===== src/rtl/vga_timing_ctrl.sv =====
// Raster timing controller: pixel-tick divider, horizontal/vertical position counters,
// phase decode, sync outputs and frame strobes, all registered from next-state values.
`timescale 1ns/1ps
module vga_timing_ctrl #(
    parameter int ClkDiv   = 2,
    parameter int HPulse   = 96,
    parameter int HBack    = 48,
    parameter int HDisp    = 640,
    parameter int HFront   = 16,
    parameter int VPulse   = 2,
    parameter int VBack    = 33,
    parameter int VDisp    = 480,
    parameter int VFront   = 10,
    parameter int CntWidth = 10
) (
    input  logic                CLK,
    input  logic                RESET_N,
    input  logic                RUN,
    output logic [CntWidth-1:0] H_SYNCH_TIME,
    output logic [CntWidth-1:0] V_SYNCH_TIME,
    output logic                H_ENABLE,
    output logic                V_ENABLE,
    output logic [1:0]          H_STATE,
    output logic [1:0]          V_STATE,
    output logic                HS,
    output logic                VS,
    output logic                DISP_ACTIVE,
    output logic                FRAME_START
);

    localparam int HTotal = HPulse + HBack + HDisp + HFront;
    localparam int VTotal = VPulse + VBack + VDisp + VFront;
    localparam int DivW   = (ClkDiv > 1) ? $clog2(ClkDiv) : 1;
    localparam int CW1    = CntWidth + 1;

    localparam logic [DivW-1:0]     DIV_LAST = DivW'(ClkDiv - 1);
    localparam logic [CntWidth-1:0] H_LAST   = CntWidth'(HTotal - 1);
    localparam logic [CntWidth-1:0] V_LAST   = CntWidth'(VTotal - 1);

    // Phase thresholds carry one extra bit so P+B+D == 2^CntWidth cannot alias to 0.
    localparam logic [CntWidth:0] H_B0 = CW1'(HPulse);
    localparam logic [CntWidth:0] H_B1 = CW1'(HPulse + HBack);
    localparam logic [CntWidth:0] H_B2 = CW1'(HPulse + HBack + HDisp);
    localparam logic [CntWidth:0] V_B0 = CW1'(VPulse);
    localparam logic [CntWidth:0] V_B1 = CW1'(VPulse + VBack);
    localparam logic [CntWidth:0] V_B2 = CW1'(VPulse + VBack + VDisp);

    typedef enum logic [1:0] {
        PH_SYNC  = 2'd0,
        PH_BACK  = 2'd1,
        PH_DISP  = 2'd2,
        PH_FRONT = 2'd3
    } phase_e;

    function automatic phase_e decode_phase(
        input logic [CntWidth-1:0] pos,
        input logic [CntWidth:0]   b0,
        input logic [CntWidth:0]   b1,
        input logic [CntWidth:0]   b2
    );
        logic [CntWidth:0] p;
        p = {1'b0, pos};
        if (p < b0)      return PH_SYNC;
        else if (p < b1) return PH_BACK;
        else if (p < b2) return PH_DISP;
        else             return PH_FRONT;
    endfunction

    logic [DivW-1:0]     r_div;
    logic [CntWidth-1:0] r_h;
    logic [CntWidth-1:0] r_v;
    logic                r_hen;
    logic                r_ven;
    logic                r_fs;
    phase_e              r_hstate;
    phase_e              r_vstate;
    logic                r_hs;
    logic                r_vs;
    logic                r_da;

    logic                w_tick;
    logic                w_hwrap;
    logic                w_vwrap;
    logic [DivW-1:0]     w_div_nxt;
    logic [CntWidth-1:0] w_h_nxt;
    logic [CntWidth-1:0] w_v_nxt;
    phase_e              w_hph_nxt;
    phase_e              w_vph_nxt;

    always_comb begin
        w_tick    = RUN && (r_div == DIV_LAST);
        w_hwrap   = w_tick && (r_h == H_LAST);
        w_vwrap   = w_hwrap && (r_v == V_LAST);
        w_div_nxt = r_div;
        w_h_nxt   = r_h;
        w_v_nxt   = r_v;
        if (RUN) begin
            w_div_nxt = (r_div == DIV_LAST) ? '0 : r_div + 1'b1;
        end
        if (w_tick) begin
            w_h_nxt = w_hwrap ? '0 : r_h + 1'b1;
        end
        if (w_hwrap) begin
            w_v_nxt = (r_v == V_LAST) ? '0 : r_v + 1'b1;
        end
        // Decode from next-state positions so level outputs line up with the counters.
        w_hph_nxt = decode_phase(w_h_nxt, H_B0, H_B1, H_B2);
        w_vph_nxt = decode_phase(w_v_nxt, V_B0, V_B1, V_B2);
    end

    always_ff @(posedge CLK) begin
        if (!RESET_N) begin
            r_div    <= '0;
            r_h      <= '0;
            r_v      <= '0;
            r_hen    <= 1'b0;
            r_ven    <= 1'b0;
            r_fs     <= 1'b0;
            r_hstate <= PH_SYNC;
            r_vstate <= PH_SYNC;
            r_hs     <= 1'b0;
            r_vs     <= 1'b0;
            r_da     <= 1'b0;
        end else begin
            r_div    <= w_div_nxt;
            r_h      <= w_h_nxt;
            r_v      <= w_v_nxt;
            r_hen    <= w_tick;
            r_ven    <= w_hwrap;
            r_fs     <= w_vwrap;
            r_hstate <= w_hph_nxt;
            r_vstate <= w_vph_nxt;
            r_hs     <= (w_hph_nxt != PH_SYNC);
            r_vs     <= (w_vph_nxt != PH_SYNC);
            r_da     <= (w_hph_nxt == PH_DISP) && (w_vph_nxt == PH_DISP);
        end
    end

    assign H_SYNCH_TIME = r_h;
    assign V_SYNCH_TIME = r_v;
    assign H_ENABLE     = r_hen;
    assign V_ENABLE     = r_ven;
    assign FRAME_START  = r_fs;
    assign H_STATE      = r_hstate;
    assign V_STATE      = r_vstate;
    assign HS           = r_hs;
    assign VS           = r_vs;
    assign DISP_ACTIVE  = r_da;

endmodule


===== config.mk =====
export PLATFORM = sky130hd
export DESIGN_NAME = vga_timing_ctrl
export DESIGN_NICKNAME = d
export VERILOG_FILES = /design/src/rtl/vga_timing_ctrl.sv
export SDC_FILE = /design/constraint.sdc
export NUM_CORES = 1
export LEC_CHECK = 0
export CORE_UTILIZATION = 40
export CTS_CLUSTER_DIAMETER = 40
export DETAILED_ROUTE_END_ITERATION = 10
export GPL_TIMING_DRIVEN = 1
export PLACE_DENSITY = 0.68
export SLEW_MARGIN = 30
export SYNTH_ARGS = -nofsm -noshare
export SYNTH_HDL_FRONTEND = slang
export SYNTH_SLANG_ARGS = --single-unit

===== constraint.sdc =====
create_clock -name CLK -period 3.2 [get_ports CLK]
set_input_delay 0.32 -clock CLK [delete_from_list [all_inputs] [get_ports CLK]]
set_output_delay 0.32 -clock CLK [all_outputs]
set_load 0.03 [all_outputs]

==> impl_metrics.csv <==
group,metric,value,unit
global_route,grt_pass1_vias,1366,
global_route,grt_max_degree,25,
clock_tree,cts_setup_buffers,0,
floorplanning,dieArea,4130,sq um
layout,finalNetCount,215,
route,vias,1442,
sta,fin_worst_skew,0.00493,ns
status,status,"completed",
route,vias_per_cell,5.61,
setup_path,cp_max_fo,11,
clock_tree,cts_buffers,5,
clock_tree,ctsResizeCount,0,
global_route,grt_overflow,0,
placed_design,numPortBuffers,32,
setup_path,cp-end-kind,"flop",
setup_path,worst_ep_arrival_time,2.80,ns
clock_tree,cts_buffer_depth,2,
floorplanning,core_area,3690,sq um
layout,syn_to_final_growth,28.2,%
floorplanning,io_pins,33,
placed_design,dpl.cell_count,250,
synth,yosys.area_share.adder,2.42,%
synth,synthMuxAreaShare,1.29,%
job,cap_violations,0,
global_route,antenna_found_initial,0,
synth,synth.avg_cell_area,8.81,sq um
sta,rsz0062_at_grt,"false",
clock_tree,cts_sinks,31,
worst_hold_path,hold_class,"reg -> reg",
synth,synth_top_family_by_area,"simple AND/OR/NAND/NOR gates",
clock_tree,cts_root_buf,"clkbuf_8",
power_and_ir_drop,ir_drop,0.000283,V
synth,ys_seq_area_share,40.0,%
sta,worstMarginPinSlew,0.757,ns
sta,min_period_over_period,80.6,%
clock_tree,tritoncts,"yes",
synth,ys_top_cells_by_count,"dfxtp_1, nor2_1, nand2_1",
synth,synth_most_common_cell,"dfxtp_1",
synth,synth_top_area_share,40.0,%
synth,synth_seq_cells,31,
placed_design,place.gp.congestion,0.879,
floorplanning,fp.dieH,64.3,um
synth,synth.area.top_cells,"dfxtp_1, nor2_1, xor2_1",
synth,yosysUniqueCellTypes,44,
power_and_ir_drop,power,0.000720,W
synth,synth_edf_count,0,
layout,postLayoutCoreUtil,53.9,%
synth,syn_area,1550,sq um
route,drc_errors,0,
layout,diodes,0,
route,ant_nets,0,
clock_tree,htree_levels,2,
synth,synth_compound_area_share,15.0,%
setup_path,required,3.42,ns
sta,drv_slew,0,
setup_path,worstSetupPathType,"in -> reg",
sta,fmax,388,MHz
placed_design,dp_hpwl,2.65,mm
global_route,grt_util_all_layers,20.0,%
sta,hold_viol_final,0,
sta,fin_crit,2.58,ns
sta,setup-violations-final,0,
floorplanning,rows,22,
power_and_ir_drop,leakage,0.719,nW
route,detail_route.wl_per_cell,14.4,um
floorplanning,initial_core_util,42.0,%
synth,yosysTopAreaCell,"dfxtp_1",
layout,drive_above_1_share,10.0,%
synth,synthFlopType,"dfxtp_1",
sta,tns,0,ns
route,drtIter0Drc,47,
global_route,grt_pass1_wl,6.25,mm
synth,syn-instance-count,176,
synth,async_flop_share,0,%
sta,maxSlewHeadroom,49.5,%
route,routed_wl,3.70,mm
setup_path,cp-start-kind,"input pin",
synth,ys_warn_count,0,
synth,synth_xor_xnor_area_share,5.65,%
route,firstDrtPassIters,4,
power_and_ir_drop,p_per_area,363,nW/um^2
clock_tree,clk_latency,0.28,ns
synth,synth_simple_gate_area_share,31.9,%
synth,syn_nets,182,
layout,stdcell_count,257,
clock_tree,clk_pin_slew,0.06,ns
clock_tree,holdBufCountCts,0,
floorplanning,fp.dieW,64.3,um
## placed cells by master, fill, tap and decap left out, types with 3 or more instances in the layout
cell             instances
nand4_1                  8
xor2_1                   7
nand2_1                 13
and4_1                   4
clkdlybuf4s50_1         32
and3_1                   4
xnor2_1                  3
nor2_1                  24
and2_1                   7
clkbuf_8                 6
ha_1                     3
nand3_1                  5
o21ai_0                  3
nor3_1                  12
inv_1                    5
dfxtp_1                 31
o21ai_1                  3
a21oi_1                  7
## registers in the layout (all words and copies together) (netlist names)
register      count
DISP_ACTIVE       1
FRAME_START       1
HS                1
H_ENABLE          1
H_STATE           2
H_SYNCH_TIME     10
VS                1
V_ENABLE          1
V_STATE           2
V_SYNCH_TIME     10
r_div             1
## power breakdown
part | leakage, nW | internal, W | switching [W]
Clock | 0.0470 | 0.000168 | 0.000137
Combinational | 0.422 | 0.00000824 | 0.0000142
Sequential | 0.250 | 0.000389 | 0.00000414
## area by class of cell
type                       instances  area (sq um)
multi-input combinational        133           872
clock buffer                       6          82.6
inverter                           5          18.8
timing repair buffer              33           328
clock inverter                     1          5.00
sequential                        31           621
fill                             373          1700
tap                               48          60.1
## logic make-up (layout without fill, tap and decap cells)
family	Yosys count	after routing
adder cells (fa/ha/maj)	3	3
XOR/XNOR	10	10
multiplexers	2	2
AND/OR/NAND/NOR	88	88
buffers and inverters	12	45
AO/OA/AOI/OAI	30	30
flip-flops	31	31
## worst paths after layout
path	cells after the start	startpoint	slack, ns	end
worst max register to register	8	H_SYNCH_TIME[0]	0.67	V_STATE[0]
worst min register to register	2	H_SYNCH_TIME[1]	0.53	H_SYNCH_TIME[1]
worst max-delay path	8	RUN	0.62	V_STATE[0]
worst min-delay path	2	H_SYNCH_TIME[1]	0.53	H_SYNCH_TIME[1]
## metal layers
| metal | track usage, % | wire length, um |
|---|---|---|
| met4 | 9.44 | 69 |
| met1 | 23.0 | 1650 |
| met2 | 33.8 | 1800 |
| met3 | 5.71 | 172 |
| met5 | 0 | 0 |
## metrics by stage
stage	worst slack (ns)	cell area, sq um	hold slack [ns]
after detailed placement	0.325	1900	0.519
after CTS	0.629	1990	0.529
after global routing	0.420	1990	0.556
after global placement	0.394	1900	0.514
final	0.620	1990	0.535
after floorplan	0.672	1550	0.442
## critical path: stages
cell and delay [ns]:
clkdlybuf4s50_1 0.60, nand4_1 0.15, or4_4 0.64, o21ai_1 0.25, o21ai_2 0.13, a211oi_4 0.25
mux2i_1 0.27, and3b_1 0.18
Note: power is estimated with default switching activity, not from simulation.
